--- src/rtl/req_encoder_4to2_pkg.sv ---
// Shared types and constants for the request encoder: FSM encoding, default sizes and
// the fixed priority order (highest-numbered line wins).
package req_encoder_4to2_pkg;

  localparam int unsigned NUM_REQ_DEF = 4;
  localparam int unsigned IDX_W_DEF   = 2;

  typedef enum logic {
    IDLE  = 1'b0,
    OFFER = 1'b1
  } state_e;

  // Returns {any_set, index}; scanning upward lets the highest set line overwrite lower ones.
  function automatic logic [2:0] prio4(input logic [3:0] vec);
    logic [1:0] idx;
    logic       any;
    idx = 2'd0;
    any = 1'b0;
    for (int i = 0; i < 4; i++) begin
      if (vec[i]) begin
        idx = 2'(i);
        any = 1'b1;
      end
    end
    return {any, idx};
  endfunction

endpackage

--- src/rtl/req_encoder_4to2_prio_enc4.sv ---
// Combinational 4-line priority encoder, line 3 highest; zero latency, no flow control.
module req_encoder_4to2_prio_enc4
  import req_encoder_4to2_pkg::*;
(
  input  logic [3:0] vec_i,
  output logic [1:0] idx_o,
  output logic       any_o
);

  logic [2:0] enc;

  assign enc   = prio4(vec_i);
  assign idx_o = enc[1:0];
  assign any_o = enc[2];

endmodule

--- src/rtl/req_encoder_4to2.sv ---
// Accumulates request pulses into a pending vector and offers the highest pending index.
// REQ->VALID is 2 cycles from idle; an offer is held until ACK, then one IDLE bubble follows.
module req_encoder_4to2
  import req_encoder_4to2_pkg::*;
#(
  parameter int unsigned NUM_REQ = NUM_REQ_DEF,
  parameter int unsigned IDX_W   = IDX_W_DEF
) (
  input  logic               CLK,
  input  logic               RESET_N,
  input  logic [NUM_REQ-1:0] REQ,
  input  logic               CLR,
  input  logic               ACK,
  output logic [IDX_W-1:0]   A,
  output logic               VALID,
  output logic [NUM_REQ-1:0] PEND,
  output logic               OVF
);

  state_e             state_q;
  logic [IDX_W-1:0]   a_q;
  logic               valid_q;
  logic [NUM_REQ-1:0] pend_q;
  logic               ovf_q;

  logic [NUM_REQ-1:0] served;
  logic [NUM_REQ-1:0] pend_d;
  logic               ovf_d;
  logic [IDX_W-1:0]   enc_idx;
  logic               enc_any;

  req_encoder_4to2_prio_enc4 u_prio (
    .vec_i (pend_q),
    .idx_o (enc_idx),
    .any_o (enc_any)
  );

  // A same-cycle request on the line being served is a fresh request, not an overflow.
  always_comb begin
    served = '0;
    if (valid_q && ACK) begin
      served[a_q] = 1'b1;
    end
    pend_d = (pend_q & ~served) | REQ;
    ovf_d  = ovf_q | (|(REQ & pend_q & ~served));
  end

  always_ff @(posedge CLK or negedge RESET_N) begin
    if (!RESET_N) begin
      state_q <= IDLE;
      a_q     <= '0;
      valid_q <= 1'b0;
      pend_q  <= '0;
      ovf_q   <= 1'b0;
    end else if (CLR) begin
      state_q <= IDLE;
      a_q     <= '0;
      valid_q <= 1'b0;
      pend_q  <= '0;
      ovf_q   <= 1'b0;
    end else begin
      pend_q <= pend_d;
      ovf_q  <= ovf_d;
      case (state_q)
        IDLE: begin
          if (enc_any) begin
            a_q     <= enc_idx;
            valid_q <= 1'b1;
            state_q <= OFFER;
          end
        end
        OFFER: begin
          if (ACK) begin
            valid_q <= 1'b0;
            state_q <= IDLE;
          end
        end
      endcase
    end
  end

  assign A     = a_q;
  assign VALID = valid_q;
  assign PEND  = pend_q;
  assign OVF   = ovf_q;

endmodule

--- config.mk ---
export PLATFORM = sky130hd
export DESIGN_NAME = req_encoder_4to2
export DESIGN_NICKNAME = d
export VERILOG_FILES = /design/src/rtl/req_encoder_4to2_pkg.sv /design/src/rtl/req_encoder_4to2_prio_enc4.sv /design/src/rtl/req_encoder_4to2.sv
export SDC_FILE = /design/constraint.sdc
export NUM_CORES = 1
export LEC_CHECK = 0
export BUFFER_PORTS_ARGS = -buffer_cell sky130_fd_sc_hd__buf_2
export CORE_AREA = 2 2 39 41
export CTS_BUF_LIST = sky130_fd_sc_hd__clkbuf_4
export DETAILED_ROUTE_END_ITERATION = 16
export DIE_AREA = 0 0 41 43
export GPL_TIMING_DRIVEN = 0
export PLACE_DENSITY = 0.59
export SYNTH_ARGS = -nofsm -noshare
export SYNTH_HDL_FRONTEND = slang
export SYNTH_SLANG_ARGS = --single-unit
export TNS_END_PERCENT = 100
--- constraint.sdc ---
create_clock -name CLK -period 1.7 [get_ports CLK]
set_input_delay 0.255 -clock CLK [delete_from_list [all_inputs] [get_ports CLK]]
set_output_delay 0.255 -clock CLK [all_outputs]
set_load 0.1 [all_outputs]
# Word level (Yosys, flattened, before mapping)
# Index checks and enable logic that the tools add are counted.
# W data, S select, Z words.
[classes] div=0 bitwise=7 eq_ne=3 n_reduce_logical=6 muxes=23 n_lt_le_gt_ge=2 mul=0 shifts=0 add_sub_neg=0
[ops] op="$mux W1" count=13
[ops] op="$and A4 B4 Y4" count=3
[ops] op="$mux W2" count=5
[ops] op="$mux W4" count=2
[ops] op="$ne A3 B3 Y1 const B" count=2
[ops] op="$not A4 Y4" count=1
[ops] op="$or A4 B4 Y4" count=1
[ops] op="$pmux W1 S2" count=2
[ops] op="$reduce_and A2 Y1" count=2
[ops] op="$reduce_or A4 Y1" count=1
[ops] op="$lt A2 B3 Y1 const B" count=1
[ops] op="$demux W1 S2" count=1
[ops] op="$ge A2 B1 Y1 const B" count=1
[ops] op="$logic_and A1 B1 Y1" count=2
[ops] op="$ne A2 B2 Y1 const B" count=1
[ops] op="$reduce_bool A2 Y1" count=1
[ops] op="$not A1 Y1" count=1
[ops] op="$or A1 B1 Y1" count=1
[word_totals] mem_bits_ro=0 reg_bits=9 ram_bits=0 inputBits=8 latch_bits=0 output_inout_bits=8 elab_cells=46 mem_count=0

# Depth between registers and ports, before layout
# Gate-level depths: netlist (run 1).
[depth] word_depth=10 depth_mapped=3 ltp_nobuf=3

# Cells and area by module
# Synthesis (run 1) repeated with hierarchy kept, for this count alone.
[hier_totals] hier_cells=43 hier_area_um2=417.9
[by_module_without_submodules] module="req_encoder_4to2" area_each_um2=394.1 cells_each=39 seq_area_each_um2=225.2 instances=1
[by_module_without_submodules] module="req_encoder_4to2_prio_enc4" area_each_um2=23.8 cells_each=4 seq_area_each_um2=0.0 instances=1

# Least setup slack after synthesis (run 1)
# No wires, ideal clock.
[synth_timing] path_kind="register to register" from="register pend_q[2], in the netlist PEND[2]" to="register a_q[0], in the netlist A[0]" setup_time_ns=0.137 arrival_ns=1.569 setup_slack_ns=-0.006 period_less_slack_ns=1.706 stages_incl_launch_ff=4 path_cell_list="dfrtp_1 -> inv_1 -> a2111oi_2 -> a211oi_2"
[synth_between] elab_chain_len=5
[synth_rtl] element="from (decl)" line="req_encoder_4to2.sv:23" rtl="logic [NUM_REQ-1:0] pend_q;"
[synth_rtl] element="from (signal assigned)" line="req_encoder_4to2.sv:62" rtl="pend_q <= pend_d;"
[synth_rtl] element="$mux W2 (2 in series)" line="req_encoder_4to2_pkg.sv:20" rtl="if (vec[i]) begin"
[synth_rtl] element="$mux W2" line="req_encoder_4to2.sv:66" rtl="if (enc_any) begin"
[synth_rtl] element="$mux W2" line="req_encoder_4to2.sv:64" rtl="case (state_q)"
[synth_rtl] element="$mux W2" line="req_encoder_4to2.sv:55" rtl="end else if (CLR) begin"
[synth_rtl] element="to (signal assigned)" line="req_encoder_4to2.sv:67" rtl="a_q <= enc_idx;"
[synth_rtl] element="to (decl)" line="req_encoder_4to2.sv:21" rtl="logic [IDX_W-1:0] a_q;"
# Parallel ways exist; a longest one is shown, timed or not. The select of a mux whose other input is x is not followed.
# A chain may end at the register's enable or synchronous reset.

# Final worst setup path (run 1)
[layout_timing] from="register a_q[0], in the netlist A[0]" to="output A[0]"
[layout_rtl] element="to (decl)" line="req_encoder_4to2.sv:14" rtl="output logic [IDX_W-1:0] A,"
# No word-level cell between the ends.

==> metrics.md, run 1 <==
| Metric | Value |
|---|---|
| Outcome | complete, no violations |
| DR pass1 iterations | 4 |
| Vias in the first global route | around 350 |
| Syn_area_per_cell | 10.2 um2 |
| Largest area contributor in the netlist | dfrtp_1 |
| Area Growth Syn to Fin | 30.5% |
| Layout cells sized above 1 | 0.361 |
| Design Power | 659 uW |
| Clock latency on the worst-skew pair | about 0.26 ns |
| Antenna violations before repair | 0 |
| Post-synth top cells | 9 x dfrtp_1, 7 x a21oi_1, 3 x inv_1, 3 x nand2_1, 3 x nor2_1 |
| Crit path kind | reg -> out |
| H-tree depth | 1 |
| # Max-Cap Violations | 0 |
| CTS buffer count | 3 |
| Synth top area cells | dfrtp_1 52%, a21oi_1 8.1%, nand4b_1 4.1% |
| GRT Util Overall | 0.126 |
| Busiest layer in global routing | met2 |
| PwrDens | approximately 1200 mW/mm2 |
| Post-DP HPWL | ~690 um |
| Mapped Cells | between 40 and 50 |
| Met1 GRT Util | 0.148 |
| Synth Warn # | 0 |
| CP arrival | around 1.2 ns |
| Max Freq | between 600 and 700 MHz |
| #FFs+latches synth | 9 |
| CP required | about 1.4 ns |
| Clock sink total | 9 |
| Root buf cell | clkbuf_4 |
| R2R Setup Slk | 0.45 ns |
| Setup bufs post-CTS | 0 |
| Mapped Area | between 400 and 500 um2 |
| WP buf/inv | 1 |
| First-pass GRT wire length | around 1400 um |
| VDD IR max | around 0.34 mV |
| Hold WC Path Type | in -> reg |
| Critical path's top delay family | buffers and inverters |
| CP startpoint kind | register |
| Crit-path max cell delay | ~0.47 ns |
| Post-synthesis sequential area ratio | 0.523 |
| Met2 GRT Util | 0.175 |
| Vias | slightly below 400 |
| I/O pin total | 16 |
| Starting Density | 0.311 |
| Crit. End Element | output pin |
| Most used DFF post-synth | dfrtp_1 |
| Initial DRC count | 6 |
| GRT overflow | 0 |
| Worst-margin pin slew | slightly below 0.5 ns |
| DRT Wirelength | between 900 and 1000 um |
| Drc violations | 0 |
| Slew Limit Fails | 0 |
| Die H | 43 um |
| Reg clk slew, reported paths | ~0.06 ns |
| IO buf count | 14 |
| Syn_nets | 50 |
| RSZ-0062 raised after global routing | no |
| Final period util | 0.844 |
| Async SR Flop Fraction | 1.00 |
| CTS max path bufs | 2 |
| Post-route ant nets | 0 |
| Post-synth EDFFs | 0 |
| Die width | 41 um |
| Routed len/inst | ~12 um |
| Final setup fails | 0 |
| Critical path cell sequence | buf_2 |
| Critical path's slowest cell | buf_2 |
| Nets@finish | 70 |
| Vias per std cell | roughly 5.0 |
| Core Area | between 0.001 and 0.0015 mm2 |
| Die Area | between 0.0015 and 0.002 mm2 |
| Final hold viol count | 0 |
| Ant diodes | 0 |
| Most numerous cell in the Yosys netlist | dfrtp_1 |
| Placer congestion estimate | 0.713 |
| Yosys top cell area share | 0.523 |
| Clock period minus worst slack | between 1 and 1.5 ns |
| Worst-path maximum fanout | 7 |
| Final Skew | roughly 0.0026 ns |
| Met3 Usage GRT | 0.0314 |
| Max-slew headroom | 0.679 |
| Largest net degree at the start of global routing | 10 |
| Setup total negative slack | 0 ns |
| Synth unique cells | 20 |
| Row count | 14 |
| CTS tree | yes |
| Leak Pwr | between 0.0002 and 0.0003 uW |
## per-stage QoR
| step | cell area, um2 | hold slack, ns | setup WS [ns] | cells | utilization |
|---|---|---|---|---|---|
| 2_1_floorplan | 432 | -0.0406 | 0.00835 | 42 | - |
| 3_3_place_gp | 522 | 0.117 | 0.463 | 72 | 0.377 |
| 3_5_place_dp | 522 | 0.118 | 0.459 | 72 | 0.377 |
| 4_1_cts | 562 | 0.214 | 0.252 | 77 | 0.406 |
| 5_1_grt | 562 | 0.243 | 0.210 | 77 | 0.406 |
| 6_report | 562 | 0.222 | 0.265 | 77 | 0.406 |
## placed cells by master (no fill, tap or decap), drive strengths merged
cell,n
a32oi,1
dlygate4sd3,1
and2,1
nor4,1
nor2,3
dfrtp,9
nand2b,1
buf,15
or2,1
inv,3
a21oi,7
nand4,1
o21ai,1
o21bai,1
o31ai,1
clkbuf,4
a2111oi,1
nand2,3
a211oi,1
nand4b,2
a31oi,2
o311ai,1
## path summary, 6_finish.rpt
path	startpoint	to	cells after the start
max	A[0]	A[0]	1
min	REQ[1]	PEND[1]	3
max reg2reg	PEND[1]	A[0]	3
min reg2reg	OVF	OVF	2
max in group asynchronous	RESET_N	PEND[2]	2
min in group asynchronous	RESET_N	OVF	2
## layout make-up
cell class | instances | area, um2
buffer | 1 | 3.75
sequential | 9 | 226
multi-input combinational | 29 | 190
tap | 16 | 20.0
timing repair buffer | 15 | 80.1
clock buffer | 4 | 30.0
inverter | 3 | 11.3
fill | 152 | 822
## state kept, by name (all words and copies together) (netlist names)
register  cells
A             2
OVF           1
PEND          4
state_q       1
VALID         1
## where the power goes
group	internal, uW	switching [uW]
logic	44.1	169
registers	234	29.0
clock network	107	76.2
## timing repair
item	4_1_cts	5_1_grt
gates resized for setup	0	0
endpoints found under the hold margin	9	0
hold buffers	1	0
endpoints found under the setup margin	0	0
## per-layer routing
metal  part of all wire  wire, um
met3              0.056        51
met4              0.013        12
met2               0.49       448
met5                  0         0
met1               0.44       399
## cell families after synthesis
family / synth area share
buffers and inverters: 0.0349
flip-flops: 0.523
AO/OA/AOI/OAI: 0.262
AND/OR/NAND/NOR: 0.180
(Power assumes the default switching activity.)
==> run 2: changes to the inputs <==
Clock period 1.7 ns to 1.4 ns, I/O delays scaled along.
==> run 2 against run 1 <==
Net effect: sequential share of layout area increased by 0.25 points; non-clock buffer count did not move; critical path depth did not move; clock power rose by 25%; largest power group unchanged.
==> metrics.md, run 2 (synthesis gave the netlist of run 1 again) <==
| Metric | Value |
|---|---|
| Outcome | complete, no violations |
| Starting Density | 0.311 |
| CTS max path bufs | 2 |
| Placed cell count | just over 70 |
| Routed len/inst | between 10 and 15 um |
| Worst-margin pin slew | about 0.5 ns |
| Filler instances | between 150 and 200 |
| CP startpoint kind | register |
| Worst Hold Depth | 3 |
| WP buf/inv | 1 |
| CP required | 1.19 ns |
| Clock latency on the worst-skew pair | 0.27 ns |
| Leak Pwr | between 0.0002 and 0.00025 uW |
| Max Freq | approximately 740 MHz |
| R2R Setup Slk | approximately 0.15 ns |
| Area Growth Syn to Fin | 35.5% |
| Core Area | between 0.001 and 0.0015 mm2 |
| Vias | between 300 and 400 |
| Final setup fails | 0 |
| Number of flip-flops in the largest register | 4 |
| Final Skew | ~0.0045 ns |
| CTS tree | yes |
| Design Power | just over 800 uW |
| Layout Cells excl Fill | between 70 and 80 |
| GRT overflow | 0 |
| CP arrival | 1.15 ns |
| Crit-path max cell delay | 0.45 ns |
| Vias per std cell | around 5.1 |
| Crit path kind | reg -> out |
| First-pass GRT wire length | around 1700 um |
| Critical path cell sequence | buf_2 |
| Max-slew headroom | 0.678 |
| Root buf cell | clkbuf_4 |
| Final period util | 0.970 |
| Nets@finish | 70 |
| Worst min-delay path endpoint | PEND[3] |
| Post-DP HPWL | around 750 um |
| Reg clk slew, reported paths | roughly 0.060 ns |
| Commonest non-fill, non-tap cell in the layout | buf_2 |
| Slew Limit Fails | 0 |
| Critical path's slowest cell | buf_2 |
| Initial DRC count | 4 |
| Clock period minus worst slack | roughly 1.4 ns |
| RSZ-0062 raised after global routing | no |
| Most frequent cells in the layout | 13 x buf_2, 7 x a21oi_1, 6 x dfrtp_2 |
| Critical path's top delay family | buffers and inverters |
| Placer congestion estimate | 0.753 |
| Antenna violations before repair | 0 |
| GRT Util Overall | 0.148 |
| Worst-path maximum fanout | 5 |
| CTS buffer count | 3 |
| I/O pin total | 16 |
| Reg-to-reg critical path startpoint | PEND[0] |
| DRT Wirelength | between 900 and 1000 um |
| Die width | approximately 41 um |
| Worst R2R End | state_q |
| Die H | 43 um |
| Vias in the first global route | 411 |
| DR pass1 iterations | 4 |
| Worst Reg-to-Reg Cells | 3 |
| Crit. End Element | output pin |
| Final hold viol count | 0 |
| Layout cells sized above 1 | 0.459 |
| PwrDens | 1400 mW/mm2 |
| H-tree depth | 1 |
| Hold_sp | REQ[3] |
| WHS | about 0.18 ns |
| Drc violations | 0 |
| Ant diodes | 0 |
| Hold WC Path Type | in -> reg |
| Post-route ant nets | 0 |
| Clock sink total | 9 |
| Die Area | approximately 0.0018 mm2 |
| IO buf count | 14 |
| # Max-Cap Violations | 0 |
| Largest net degree at the start of global routing | 10 |
| VDD IR max | 0.622 mV |
| Row count | 14 |
==> run 2: through the flow <==
step	setup TNS [ns]	cell area (um2)	worst slack [ns]	utilization
global placement	0	532	0.0952	0.384
floorplan	-0.00271	442	-0.00271	-
CTS	0	572	0.0474	0.413
detailed placement	0	532	0.0986	0.384
finish	0	583	0.0420	0.421
global route	0	583	0.00844	0.421
==> run 2: worst max-delay path by stage <==
stage	slack, ns	startpoint	end	cells after the start
finish	0.04	PEND[1]	PEND[1]	1
global route	0.008	PEND[1]	PEND[1]	1
CTS	0.05	PEND[3]	PEND[3]	1
detailed placement	0.1	PEND[0]	state_q	3
global placement	0.1	PEND[0]	A[0]	3
floorplan	-0.003	PEND[1]	A[0]	3
==> run 2: area by class of cell <==
class	count	area, um2	area share
flip-flops and latches	9	236	0.406
multi-input cells	29	199	0.341
repair buffers	15	82.6	0.142
clock buffers	4	30.0	0.0515
well taps	16	20.0	0.0343
inverters	3	11.3	0.0193
plain buffers	1	3.75	0.00644
==> run 2: where the power goes <==
part	switching, uW	leakage, uW	internal (uW)	total, uW
Sequential	38.3	0.000105	289	327
Combinational	207	0.000127	56.6	263
Clock	98.4	0.0000184	130	228
==> run 2: metal layers <==
metal | routed length (um) | GRT usage | vias to the layer above | part of all wire
li1 | - | - | 194 | -
met1 | 427 | 0.189 | 186 | 0.43
met2 | 479 | 0.203 | 13 | 0.49
met3 | 48 | 0.0314 | 3 | 0.049
met4 | 29 | 0.120 | 0 | 0.029
met5 | 0 | 0 | - | 0
==> run 2: timing repair <==
item,CTS,global route
resized for setup,0,2
setup buffers,0,0
endpoints found under the hold margin,9,0
setup endpoints to repair,0,3
hold buffers,1,0
==> run 3: changes to the inputs <==
Settings changed: PLACE_DENSITY 0.59 to 0.52.
Clock period 1.4 ns to 1.68 ns, I/O delays scaled along.
==> run 3 against run 2 <==
Net effect: total power down 18%; via count up 2.3%; final cell count unchanged; clock-buffer cell count unchanged; critical path depth unchanged; clock power down 20%; hold slack better by 0.045 ns; die area unchanged; largest power group unchanged.
==> metrics.md, run 3 (synthesis gave the netlist of run 1 again) <==
| Metric | Value |
|---|---|
| CP required | between 1 and 1.5 ns |
| GRT overflow | 0 |
| Die H | roughly 43 um |
| Clock sink total | 9 |
| Commonest non-fill, non-tap cell in the layout | buf_2 |
| DRT met1 WL | between 400 and 500 um |
| Die width | around 41 um |
| Final Skew | 0.00282 ns |
| Area Growth Syn to Fin | 30.8% |
| Final period util | 0.855 |
| GRT Util Overall | 0.133 |
| Clock latency on the worst-skew pair | 0.26 ns |
| Crit. End Element | output pin |
| First-pass GRT wire length | 1500 um |
| Nets@finish | 70 |
| Post-route ant nets | 0 |
| Max-slew headroom | 0.678 |
| Core Area | around 0.0014 mm2 |
| Die Area | between 0.0015 and 0.002 mm2 |
| Clock period minus worst slack | approximately 1.4 ns |
| DRT Wirelength | 973 um |
| Most frequent cells in the layout | 14 x buf_2, 7 x dfrtp_1, 7 x a21oi_1 |
| CP arrival | ~1.2 ns |
| CTS buffer count | 3 |
| PwrDens | about 1200 mW/mm2 |
| Slew Limit Fails | 0 |
| DR pass1 iterations | 4 |
| Hold WC Path Type | in -> reg |
| Drc violations | 0 |
| Worst-margin pin slew | ~0.5 ns |
| Setup bufs post-CTS | 0 |
| Placer congestion estimate | about 0.75 |
| Root buf cell | clkbuf_4 |
| VDD IR max | between 0.3 and 0.4 mV |
| Vias in the first global route | between 300 and 400 |
| Final setup fails | 0 |
| Max Freq | around 700 MHz |
| Ant diodes | 0 |
| Routed len/inst | roughly 13 um |
| Vias | approximately 400 |
| CTS max path bufs | 2 |
| Number of flip-flops in the largest register | 4 |
| RSZ-0062 raised after global routing | no |
| Met3 routed WL | about 70 um |
| Starting Density | 0.311 |
| Critical path's top delay family | buffers and inverters |
| Reg clk slew, reported paths | roughly 0.060 ns |
| Setup total negative slack | 0 ns |
| Leak Pwr | between 0.0002 and 0.0003 uW |
| Design Power | roughly 670 uW |
| Vias per std cell | 5.26 |
| Initial DRC count | 3 |
| Final hold viol count | 0 |
| Critical path cell sequence | buf_2 |
| Layout cells sized above 1 | 0.377 |
| Crit-path max cell delay | between 0.4 and 0.5 ns |
| Row count | 14 |
| Met2 WL post-DR | between 400 and 500 um |
| Largest net degree at the start of global routing | 10 |
| # Max-Cap Violations | 0 |
| Highest routed metal layer | met4 |
| Crit path kind | reg -> out |
| CTS tree | yes |
| H-tree depth | 1 |
| I/O pin total | 16 |
| CP startpoint kind | register |
| Antenna violations before repair | 0 |
| Critical path's slowest cell | buf_2 |
| WP buf/inv | 1 |
| Worst-path maximum fanout | 6 |
| Outcome | complete, no violations |
| IO buf count | 14 |
run 3: cell types whose count changed in the layout (fill, tap and decap cells not counted), sizes merged:
cell,delta
buf,+1
clkbuf,-1
run 3: through the flow:
stage          hold WS, ns  cell area (um2)   util  setup slack (ns)  cells
2_1_floorplan      -0.0436              433      -            0.0109     42
3_3_place_gp         0.119              523  0.378             0.436     72
3_5_place_dp         0.117              523  0.378             0.455     72
4_1_cts              0.217              563  0.407             0.237     77
5_1_grt              0.242              563  0.407             0.183     77
6_report             0.223              563  0.407             0.243     77
run 3: worst paths after layout:
check,from,end,slack (ns),depth (start not counted)
worst max-delay path,PEND[3],PEND[3],0.24,1
worst min-delay path,REQ[2],PEND[2],0.22,3
worst max register to register,PEND[1],state_q,0.44,3
worst min register to register,OVF,OVF,0.57,2
max in group asynchronous,RESET_N,PEND[2],1.11,2
min in group asynchronous,RESET_N,PEND[3],0.37,2
run 3: power breakdown:
group	internal (uW)	switching, uW	total, uW	leakage (uW)
Combinational	44.7	172	216	0.000125
Sequential	237	31.0	268	0.000111
Clock	108	74.9	183	0.0000184
run 3: layout make-up:
class | instances | area [um2]
tap | 16 | 20.0
inverter | 3 | 11.3
buffer | 1 | 3.75
multi-input combinational | 29 | 190
clock buffer | 4 | 30.0
fill | 142 | 821
timing repair buffer | 15 | 80.1
sequential | 9 | 228
run 3: worst reg2reg max path, cell delays in order (launching register included):
cell and delay [ns]:
dfrtp_2 0.44, nor4_2 0.37, or2_1 0.21, a21oi_1 0.08
run 3: repair_timing:
action | in CTS | in global routing
hold endpoints to repair | 9 | 0
hold buffers | 1 | 0
resized for setup | 0 | 0
run 3: per-layer routing:
layer,vias to the layer above,global-route usage
met4,0,0.100
li1,197,-
met3,2,0.0314
met1,192,0.152
met2,14,0.200
met5,-,0
